$ cat config.mk
export PLATFORM = sky130hd
export DESIGN_NAME = uart_rx
export DESIGN_NICKNAME = d
export VERILOG_FILES = /design/src/rtl/uart_pkg.sv /design/src/rtl/uart_rx_bit_timer.sv /design/src/rtl/uart_rx.sv
export SDC_FILE = /design/constraint.sdc
export NUM_CORES = 1
export LEC_CHECK = 0
export CORE_MARGIN = 2
export CORE_UTILIZATION = 55
export CTS_CLUSTER_DIAMETER = 30
export DETAILED_ROUTE_END_ITERATION = 8
export MAX_ROUTING_LAYER = met4
export PLACE_DENSITY = 0.72
export SLEW_MARGIN = 20
export SYNTH_ARGS = -nofsm -noshare
export SYNTH_HDL_FRONTEND = slang
export SYNTH_SLANG_ARGS = --single-unit
export TNS_END_PERCENT = 50
$ cat constraint.sdc
create_clock -name clk -period 2 [get_ports clk]
set_input_delay 0.4 -clock clk [delete_from_list [all_inputs] [get_ports clk]]
set_output_delay 0.4 -clock clk [all_outputs]
set_load 0.05 [all_outputs]
$ cat src/rtl/uart_pkg.sv
// Shared definitions for the UART receiver: state encoding, default timing
// constants and frame geometry.
package uart_pkg;

    localparam int DEFAULT_BIT_COUNTS  = 10420;
    localparam int DEFAULT_HALF_COUNTS = DEFAULT_BIT_COUNTS / 2;
    localparam int FRAME_DATA_BITS     = 8;
    localparam int BIT_IDX_W           = $clog2(FRAME_DATA_BITS);

    typedef logic [BIT_IDX_W-1:0]       bit_idx_t;
    typedef logic [FRAME_DATA_BITS-1:0] frame_data_t;

    typedef enum logic [2:0] {
        ST_IDLE   = 3'd0,
        ST_START  = 3'd1,
        ST_DATA   = 3'd2,
        ST_PARITY = 3'd3,
        ST_STOP   = 3'd4
    } rx_state_e;

    // Even parity: the parity bit equals the XOR of the data bits.
    function automatic logic even_parity(input frame_data_t data);
        return ^data;
    endfunction

endpackage

$ cat src/rtl/uart_rx_bit_timer.sv
// Down-counting bit timer. A load of N makes expired_o rise exactly N cycles
// later, so reloading on the expiry cycle keeps a seamless N-cycle period.
module uart_rx_bit_timer #(
    parameter int WIDTH = 14
) (
    input  logic             clk,
    input  logic             rst,
    input  logic             load_i,
    input  logic [WIDTH-1:0] load_val_i,
    output logic             expired_o
);

    logic [WIDTH-1:0] count_q;
    logic [WIDTH-1:0] count_d;

    // NOTE: every variable driven in always_comb gets a default first, so no
    // path through the block can leave it unassigned and infer a latch.
    always_comb begin
        count_d = count_q;
        if (load_i) begin
            count_d = (load_val_i == '0) ? '0 : load_val_i - WIDTH'(1);
        end else if (count_q != '0) begin
            count_d = count_q - WIDTH'(1);
        end
    end

    // NOTE: sequential state is written with <= only, so every flop samples
    // the pre-edge values regardless of statement order.
    always_ff @(posedge clk) begin
        if (rst) begin
            count_q <= '0;
        end else begin
            count_q <= count_d;
        end
    end

    assign expired_o = (count_q == '0);

endmodule

$ cat src/rtl/uart_rx.sv
// UART receiver: 8 data bits LSB first, even parity, one stop bit. Samples
// each bit at its mid-point using a half-bit offset from the start edge.
module uart_rx
    import uart_pkg::*;
#(
    parameter int BIT_COUNTS  = DEFAULT_BIT_COUNTS,
    parameter int HALF_COUNTS = BIT_COUNTS / 2
) (
    input  logic                       clk,
    input  logic                       rst,
    input  logic                       rx,
    output logic [FRAME_DATA_BITS-1:0] rx_data,
    output logic                       rx_valid,
    output logic                       parity_err,
    output logic                       frame_err,
    output logic                       busy
);

    localparam int TIMER_W = $clog2(BIT_COUNTS + 1);

    rx_state_e   state_q, state_d;

    logic        rx_meta_q;
    logic        rx_s_q;
    logic        rx_prev_q;
    logic        rx_fall;

    bit_idx_t    bit_idx_q;
    frame_data_t shift_q;
    logic        parity_bit_q;
    frame_data_t rx_data_q;
    logic        rx_valid_q;
    logic        parity_err_q;
    logic        frame_err_q;

    logic               timer_load;
    logic [TIMER_W-1:0] timer_val;
    logic               timer_expired;
    logic               data_begin;
    logic               shift_en;
    logic               parity_en;
    logic               commit;

    // Synchronizer and edge detector idle high so release from reset on an
    // idle line never looks like a start edge.
    always_ff @(posedge clk) begin
        if (rst) begin
            rx_meta_q <= 1'b1;
            rx_s_q    <= 1'b1;
            rx_prev_q <= 1'b1;
        end else begin
            rx_meta_q <= rx;
            rx_s_q    <= rx_meta_q;
            rx_prev_q <= rx_s_q;
        end
    end

    assign rx_fall = rx_prev_q & ~rx_s_q;

    uart_rx_bit_timer #(
        .WIDTH (TIMER_W)
    ) u_bit_timer (
        .clk        (clk),
        .rst        (rst),
        .load_i     (timer_load),
        .load_val_i (timer_val),
        .expired_o  (timer_expired)
    );

    always_ff @(posedge clk) begin
        if (rst) begin
            state_q <= ST_IDLE;
        end else begin
            state_q <= state_d;
        end
    end

    always_comb begin
        state_d = state_q;
        case (state_q)
            ST_IDLE: begin
                if (rx_fall) state_d = ST_START;
            end
            ST_START: begin
                if (timer_expired) state_d = rx_s_q ? ST_IDLE : ST_DATA;
            end
            ST_DATA: begin
                if (timer_expired && bit_idx_q == bit_idx_t'(FRAME_DATA_BITS - 1)) begin
                    state_d = ST_PARITY;
                end
            end
            ST_PARITY: begin
                if (timer_expired) state_d = ST_STOP;
            end
            ST_STOP: begin
                if (timer_expired) state_d = ST_IDLE;
            end
            default: state_d = ST_IDLE;
        endcase
    end

    always_comb begin
        timer_load = 1'b0;
        timer_val  = TIMER_W'(BIT_COUNTS);
        data_begin = 1'b0;
        shift_en   = 1'b0;
        parity_en  = 1'b0;
        commit     = 1'b0;
        busy       = (state_q != ST_IDLE);
        case (state_q)
            ST_IDLE: begin
                timer_load = rx_fall;
                timer_val  = TIMER_W'(HALF_COUNTS);
            end
            ST_START: begin
                data_begin = timer_expired & ~rx_s_q;
                timer_load = data_begin;
            end
            ST_DATA: begin
                shift_en   = timer_expired;
                timer_load = timer_expired;
            end
            ST_PARITY: begin
                parity_en  = timer_expired;
                timer_load = timer_expired;
            end
            ST_STOP: begin
                commit = timer_expired;
            end
            default: ;
        endcase
    end

    // NOTE: the shift register is reset along with the control state so a
    // mid-frame reset leaves no stale bits behind; it is only eight flops.
    always_ff @(posedge clk) begin
        if (rst) begin
            bit_idx_q    <= '0;
            shift_q      <= '0;
            parity_bit_q <= 1'b0;
            rx_data_q    <= '0;
            rx_valid_q   <= 1'b0;
            parity_err_q <= 1'b0;
            frame_err_q  <= 1'b0;
        end else begin
            rx_valid_q <= commit;
            if (data_begin) begin
                bit_idx_q <= '0;
            end
            if (shift_en) begin
                shift_q[bit_idx_q] <= rx_s_q;
                bit_idx_q          <= bit_idx_q + bit_idx_t'(1);
            end
            if (parity_en) begin
                parity_bit_q <= rx_s_q;
            end
            if (commit) begin
                rx_data_q    <= shift_q;
                parity_err_q <= parity_bit_q ^ even_parity(shift_q);
                frame_err_q  <= ~rx_s_q;
            end
        end
    end

    assign rx_data    = rx_data_q;
    assign rx_valid   = rx_valid_q;
    assign parity_err = parity_err_q;
    assign frame_err  = frame_err_q;

endmodule
==> metrics.csv, run 1 <==
metric,value,unit
part of the Yosys area used for sequential elements,0.4093,
"Period Utilization, post-route",0.9255,
clock-pin transition on the worst setup and hold timing paths,0.07,ns
"Clk Latency, worst-skew pair",0.29,ns
reg-to-reg critical path startpoint,u_bit_timer.count_q[1],
maximum level of the CTS H-tree,2,
Post-DRT Antenna Nets,0,
detailed-route vias per instance,5.535,
status,finished clean,
beginning of the critical path,u_bit_timer.count_q[1],
CTS sink count,43,
Startpoint Class,flop,
end of the worst register-to-register path,u_bit_timer.count_q[2],
count of cell types in the netlist,42,
launch instance of the worst min-delay path,rx_meta_q,
number of buffers inserted during clock tree synthesis,5,
number of failing hold endpoints at the final stage,0,
worst setup path end,u_bit_timer.count_q[2],
netlist area before placement,2103,um2
die area,4335,um2
endpoint kind of the worst setup timing path,flop,
most area-hungry cell type in the Yosys netlist,sky130_fd_sc_hd__dfxtp_1,
share of the synthesized area in the top cell type,0.4093,
Vias,1727,
floorplan die height,65.84,um
Worst EP arrival,2.03,ns
crit path kind,flop to flop,
Final HPWL DP,2935,um
portion of netlist area occupied by mux cells,0.03807,
Nets,271,
routed wire length on met2,2017,um
TritonCTS clock tree,yes,
global-route wire length before repair,7245,um
time the worst path needs with I/O delays and setup,1.851,ns
highest routing layer actually used,met4,
number of failing setup endpoints in the final timing report,0,
gpl congestion,0.8186,
Pre-Repair DR Iteration Count,4,
post-synthesis area per instance,8.515,um2
area growth from synthesis to layout,17.01,%
total power per unit cell area,1255,nW/um2
total DRC errors in the routed layout,0,
worst reg-to-reg setup slack,0.15,ns
actual slew at the worst max-slew pin,0.5778,ns
simple-gate share of the synthesized area,0.2974,
number of antenna violations at the first check in global routing,0,
Critical Path RT,2.18,ns
DRT Wirelength,4284,um
critical path peak fanout,8,
max frequency,540.2,MHz
Final Power,0.003089,W
initial drt markers,83,
combinational family with the most area after synthesis,simple AND/OR/NAND/NOR gates,
parity-gate share of the synthesized area counting xor and xnor cells,0.06901,
I/O pin total,15,
Layout Utilization,0.6722,
largest net degree at the start of global routing,28,
vias in the first global route,1573,
adder-cell share of the synthesized area,0.02380,
number of standard-cell rows in the floorplan,22,
slew margin rel.,0.6143,
Port Buf Inserts,14,
met3 wire len,108,um
Final Skew,0.01029,ns
net count after synthesis,254,
Initial Util,0.5745,
Synth area leaders,"sky130_fd_sc_hd__dfxtp_1 (41%), sky130_fd_sc_hd__a21oi_1 (7.4%), sky130_fd_sc_hd__nand2_1 (6.8%)",
diode insertion count for antenna repair,0,
Compound-Gate Fraction of Synth Area,0.1208,
Pleak,0.9352,nW
number of standard cells after synthesis,247,
overall overflow remaining after global route,0,
share of final-layout standard cells stronger than drive strength 1,0.1591,
Hold Path Class,flop to flop,
overall fraction of global-route tracks in use,0.2251,
Std-Cell Core Area,3661,um2
Synth Warn #,0,
logic depth of the worst register-to-register path,7,
clock buffer depth,2,
floorplan die width,65.84,um
M1 WL,2103,um
Routed wire per std cell,13.73,um
maximum resistive drop on vdd,0.7280,mV
total of flip-flops plus latches after synthesis,43,
Pins Over Slew Limit,0,
maximum capacitance violations,0,
root buffer cell,sky130_fd_sc_hd__clkbuf_8,
[layer usage]
| layer | GRT usage | vias to the layer above |
|---|---|---|
| li1 | - | 887 |
| met3 | 0.04600 | 5 |
| met1 | 0.2995 | 806 |
| met5 | - | - |
| met4 | 0.06250 | 0 |
| met2 | 0.3497 | 29 |
[repair_timing]
item | in CTS | in global routing
cloned | 0 | 0
pin swaps | 0 | 2
hold buffers | 0 | 0
resized for setup | 2 | 8
buffers inserted | 0 | 3
setup endpoints to repair | 6 | 32
[cell usage in the layout (no fill, tap or decap), types with 2 or more instances in the layout]
cell type / count
sky130_fd_sc_hd__a21oi_1: 31
sky130_fd_sc_hd__a22oi_1: 2
sky130_fd_sc_hd__a31oi_1: 2
sky130_fd_sc_hd__buf_4: 12
sky130_fd_sc_hd__clkbuf_8: 5
sky130_fd_sc_hd__clkdlybuf4s50_1: 13
sky130_fd_sc_hd__dfxtp_1: 42
sky130_fd_sc_hd__ha_1: 3
sky130_fd_sc_hd__inv_1: 2
sky130_fd_sc_hd__inv_2: 2
sky130_fd_sc_hd__mux2i_1: 8
sky130_fd_sc_hd__nand2_1: 38
sky130_fd_sc_hd__nand2b_1: 2
sky130_fd_sc_hd__nand3_1: 12
sky130_fd_sc_hd__nand3b_1: 3
sky130_fd_sc_hd__nor2_1: 17
sky130_fd_sc_hd__nor3_1: 9
sky130_fd_sc_hd__nor3_2: 2
sky130_fd_sc_hd__nor4_1: 2
sky130_fd_sc_hd__nor4_4: 2
sky130_fd_sc_hd__o21ai_0: 7
sky130_fd_sc_hd__or2_2: 4
sky130_fd_sc_hd__or3_1: 4
sky130_fd_sc_hd__xnor2_1: 6
sky130_fd_sc_hd__xor2_1: 8
[sequential cells by signal, summed over array words and instances (netlist names)]
signal               flops
parity_bit_q             1
frame_err                1
shift_q                  8
rx_valid                 1
rx_data                  8
rx_prev_q                1
u_bit_timer.count_q     14
rx_s_q                   1
parity_err               1
bit_idx_q                3
state_q                  3
rx_meta_q                1
[power by group]
group | internal, W | total [W] | leakage (nW) | switching (W)
combinational | 0.000613 | 0.00129 | 0.534 | 0.000679
clock | 0.000366 | 0.000645 | 0.0513 | 0.000279
sequential | 0.000976 | 0.00115 | 0.350 | 0.000176
[cell type report]
| class | instances | area [um2] |
|---|---|---|
| fill | 313 | 1200 |
| tap | 48 | 60.06 |
| inverter | 4 | 15.01 |
| sequential | 43 | 862.1 |
| clock inverter | 1 | 30.03 |
| clock buffer | 6 | 72.57 |
| multi-input combinational | 184 | 1181 |
| timing repair buffer | 26 | 240.2 |
[worst min path at each step]
stage / end / slack, ns / cells past startpoint
floorplan: rx_s_q / 0.39 / 1
global placement: rx_s_q / 0.39 / 1
detailed placement: rx_s_q / 0.40 / 1
CTS: rx_s_q / 0.42 / 1
global route: rx_s_q / 0.44 / 1
finish: rx_s_q / 0.42 / 1
[metrics by stage]
step	hold WS, ns	cell area [um2]	cells	setup TNS [ns]	setup slack, ns
2_1_floorplan	0.3895	2103	247	0	0.2058
3_3_place_gp	0.3923	2308	302	0	0.01335
3_5_place_dp	0.3991	2308	302	-0.07600	-0.02743
4_1_cts	0.4191	2417	309	0	0.04973
5_1_grt	0.4447	2461	312	-0.05972	-0.02106
6_report	0.4164	2461	312	0	0.1489
[logic make-up after synthesis]
group / count (synthesis)
fa+ha+maj: 4
simple gates: 111
mux: 8
flops: 43
buf+inv: 20
compound gates: 46
xor+xnor: 15
[cells in the mapped netlist]
cell and instances:
sky130_fd_sc_hd__o31ai_1 1, sky130_fd_sc_hd__nor4b_4 1, sky130_fd_sc_hd__nor4_1 2, sky130_fd_sc_hd__buf_2 7
sky130_fd_sc_hd__nor2_1 17, sky130_fd_sc_hd__a21oi_1 31, sky130_fd_sc_hd__or4_1 1, sky130_fd_sc_hd__nor3b_1 1
sky130_fd_sc_hd__o211ai_1 1, sky130_fd_sc_hd__or4_4 1, sky130_fd_sc_hd__nand4_2 2, sky130_fd_sc_hd__nor3b_2 1
sky130_fd_sc_hd__nand3b_1 3, sky130_fd_sc_hd__or3_1 5, sky130_fd_sc_hd__a31oi_1 2, sky130_fd_sc_hd__or2_1 1
sky130_fd_sc_hd__xnor3_1 1, sky130_fd_sc_hd__clkbuf_1 8, sky130_fd_sc_hd__nor3_1 9, sky130_fd_sc_hd__nor4b_1 1
sky130_fd_sc_hd__nor3_2 2, sky130_fd_sc_hd__dfxtp_1 43, sky130_fd_sc_hd__o22ai_1 1, sky130_fd_sc_hd__inv_1 4
sky130_fd_sc_hd__and2_1 2, sky130_fd_sc_hd__nand2_1 38, sky130_fd_sc_hd__or3b_1 1, sky130_fd_sc_hd__or2_2 4
sky130_fd_sc_hd__ha_1 4, sky130_fd_sc_hd__nor4_4 2, sky130_fd_sc_hd__nor2b_1 1, sky130_fd_sc_hd__or3b_2 1
sky130_fd_sc_hd__nand3_1 12, sky130_fd_sc_hd__mux2i_1 8, sky130_fd_sc_hd__a2111oi_2 1, sky130_fd_sc_hd__o21ai_0 7
sky130_fd_sc_hd__xor2_1 8, sky130_fd_sc_hd__buf_4 1, sky130_fd_sc_hd__xnor2_1 6, sky130_fd_sc_hd__a22oi_1 2
sky130_fd_sc_hd__nand2b_1 2, sky130_fd_sc_hd__and4_1 1
[critical path: stages (launching register included)]
cell and delay (ns):
sky130_fd_sc_hd__dfxtp_1 0.34, sky130_fd_sc_hd__inv_2 0.07, sky130_fd_sc_hd__ha_2 0.17, sky130_fd_sc_hd__nor4b_4 0.32
sky130_fd_sc_hd__nand4_4 0.20, sky130_fd_sc_hd__or3_4 0.44, sky130_fd_sc_hd__nand3b_1 0.16, sky130_fd_sc_hd__nor2_1 0.06
Power figures use the tool's default switching activity.
==> inputs of run 2 (changes only) <==
- PLACE_DENSITY: 0.72 -> 0.8
- SKIP_CTS_REPAIR_TIMING: not set -> 1
- TNS_END_PERCENT: 50 -> 5
==> run 2 against run 1 <==
Net effect: utilization shrank 0.58 points; die area is the same; combinational power shrank 4%; via count shrank 0.64%; register-to-register slack lost 0.13 ns; worst hold slack gained 0.0020 ns; wire length shrank 4.5%; global-route usage shrank 1.0 points; clock power shrank 12%; non-clock buffer count shrank 3; total power shrank 4.5%; largest cell class unchanged.
==> metrics.csv, run 2 (synthesized netlist as in run 1, its figures left out) <==
metric,value,unit
CTS sink count,43,
worst reg-to-reg setup slack,0.02,ns
number of flip-flops under the largest register name,14,
Routed wire per std cell,13.20,um
maximum capacitance violations,0,
"Clk Latency, worst-skew pair",0.30,ns
largest delay contributor family on the critical path,simple AND/OR/NAND/NOR gates,
detailed-route vias per instance,5.535,
Port Buf Inserts,14,
Worst Hold Path EP,rx_s_q,
Nets,268,
actual slew at the worst max-slew pin,0.5666,ns
"most common cell after layout, fill and taps aside",sky130_fd_sc_hd__dfxtp_1,
Final HPWL DP,2873,um
"slowest stage delay, CP",0.36,ns
DRT Wirelength,4092,um
count of cell instances traversed by the critical path,7,
gpl congestion,0.8720,
end of the worst register-to-register path,shift_q[7],
RSZ-0062 raised after global routing,true,
Initial Util,0.5745,
Finished Cell Area,2440,um2
placed cell area,2308,um2
Comb pwr share,0.420,
Final Skew,0.006617,ns
Clk network pwr share,0.193,
design internal power,0.001784,W
share of final-layout standard cells stronger than drive strength 1,0.1565,
root buffer cell,sky130_fd_sc_hd__clkbuf_8,
Post-DRT Antenna Nets,0,
crit path kind,flop to flop,
total DRC errors in the routed layout,0,
Pre-Repair DR Iteration Count,6,
number of failing hold endpoints at the final stage,0,
logic depth of the worst register-to-register path,7,
number of cells in the finished layout apart from fillers,310,
time the worst path needs with I/O delays and setup,1.978,ns
maximum level of the CTS H-tree,2,
die area,4335,um2
floorplan die width,65.84,um
Pleak,0.9124,nW
I/O pin total,15,
"Period Utilization, post-route",0.9890,
slew margin rel.,0.6218,
Fin Hold WS,0.4183,ns
max frequency,505.6,MHz
number of buffers inserted during clock tree synthesis,5,
fraction of power spent switching nets,0.3949,
clock-pin transition on the worst setup and hold timing paths,0.09,ns
initial drt markers,95,
beginning of the critical path,u_bit_timer.count_q[0],
number of instances in the placed design,302,
setup TNS after final layout,0,ns
buffering stage count on the worst path with inverters included,1,
clock buffer depth,2,
critical path peak fanout,4,
diode insertion count for antenna repair,0,
number of failing setup endpoints in the final timing report,0,
TritonCTS clock tree,yes,
Sw Pwr,0.001164,W
Pins Over Slew Limit,0,
vias in the first global route,1513,
status,finished clean,
share of power burned in registers,0.386,
number of standard-cell rows in the floorplan,22,
worst hold path cell count,1,
Hold Path Class,flop to flop,
global-route wire length before repair,7024,um
Std-Cell Core Area,3661,um2
overall overflow remaining after global route,0,
overall fraction of global-route tracks in use,0.2147,
worst path cell trace,inv_1 > ha_1 > nor4b_1 > nand4_2 > nor3b_2 > or3b_1 > a21oi_1,
slowest stage cell on the critical path,sky130_fd_sc_hd__or3b_1,
Worst EP arrival,2.22,ns
total power per unit cell area,1209,nW/um2
largest net degree at the start of global routing,17,
Critical Path RT,2.24,ns
reg-to-reg critical path startpoint,u_bit_timer.count_q[0],
Startpoint Class,flop,
"commonest cells after routing, fill and taps aside","sky130_fd_sc_hd__dfxtp_1 (43), sky130_fd_sc_hd__nand2_1 (37), sky130_fd_sc_hd__a21oi_1 (31), sky130_fd_sc_hd__nor2_1 (16), sky130_fd_sc_hd__clkdlybuf4s50_1 (13)",
number of antenna violations at the first check in global routing,0,
floorplan die height,65.84,um
maximum resistive drop on vdd,0.6798,mV
endpoint kind of the worst setup timing path,flop,
Vias,1716,
Reg with most FFs,u_bit_timer.count_q,
launch instance of the worst min-delay path,rx_meta_q,
area growth from synthesis to layout,16.00,%
run 2: cell count changes in the layout (fill, tap and decap cells not counted), sizes merged:
cell,before,now
buf,13,10
inv,4,5
clkinvlp,0,2
clkbuf,6,5
bufinv,1,0
run 2: metal layers:
metal / part of all wire / global-route usage / up-vias
li1: - / - / 888
met1: 0.51 / 0.3100 / 781
met2: 0.43 / 0.3018 / 42
met3: 0.047 / 0.04089 / 5
met4: 0.0095 / 0.07031 / 0
met5: 0 / - / -
run 2: worst reg2reg max path, cell delays in order (launching register included):
cell                      delay [ns]
sky130_fd_sc_hd__dfxtp_1        0.33
sky130_fd_sc_hd__inv_1          0.11
sky130_fd_sc_hd__ha_1           0.18
sky130_fd_sc_hd__nor4b_1        0.35
sky130_fd_sc_hd__nand4_2        0.23
sky130_fd_sc_hd__nor3b_2        0.23
sky130_fd_sc_hd__or3b_1         0.36
sky130_fd_sc_hd__a21oi_1        0.13
run 2: final cells by class:
class | count | area [um2]
well taps | 48 | 60.06
multi-input cells | 184 | 1194
inverters | 4 | 15.01
fillers | 315 | 1221
clock inverters | 3 | 23.77
clock buffers | 5 | 68.82
flip-flops and latches | 43 | 860.8
repair buffers | 23 | 217.7
run 2: through the flow:
| step | setup WS (ns) | power, W | util |
|---|---|---|---|
| after floorplan | 0.2058 | 0.002063 | - |
| after global placement | 0.1067 | 0.002305 | 0.6306 |
| after detailed placement | 0.02320 | 0.002325 | 0.6306 |
| after CTS | -0.01151 | 0.002898 | 0.6558 |
| after global routing | -0.06464 | 0.003150 | 0.6664 |
| final | 0.02201 | 0.002949 | 0.6664 |
run 2: power by group through the flow:
stage,combinational [W],clock [W],sequential (W)
after global routing,0.00137,0.000614,0.00116
after CTS,0.00118,0.000583,0.00113
after detailed placement,0.00117,0,0.00116
after global placement,0.00115,0,0.00115
final,0.00124,0.000570,0.00114
after floorplan,0.000956,0,0.00111
run 2: worst max-delay path by stage:
stage                             end
2_1_floorplan              shift_q[7]
3_3_place_gp   u_bit_timer.count_q[9]
3_5_place_dp   u_bit_timer.count_q[9]
4_1_cts        u_bit_timer.count_q[2]
5_1_grt                    shift_q[5]
6_report                   shift_q[7]
==> inputs of run 3 (changes only) <==
- CTS_CLUSTER_SIZE: not set -> 24
==> results of run 3 <==
The final DEF is identical to that of run 2; final timing and power are the same.
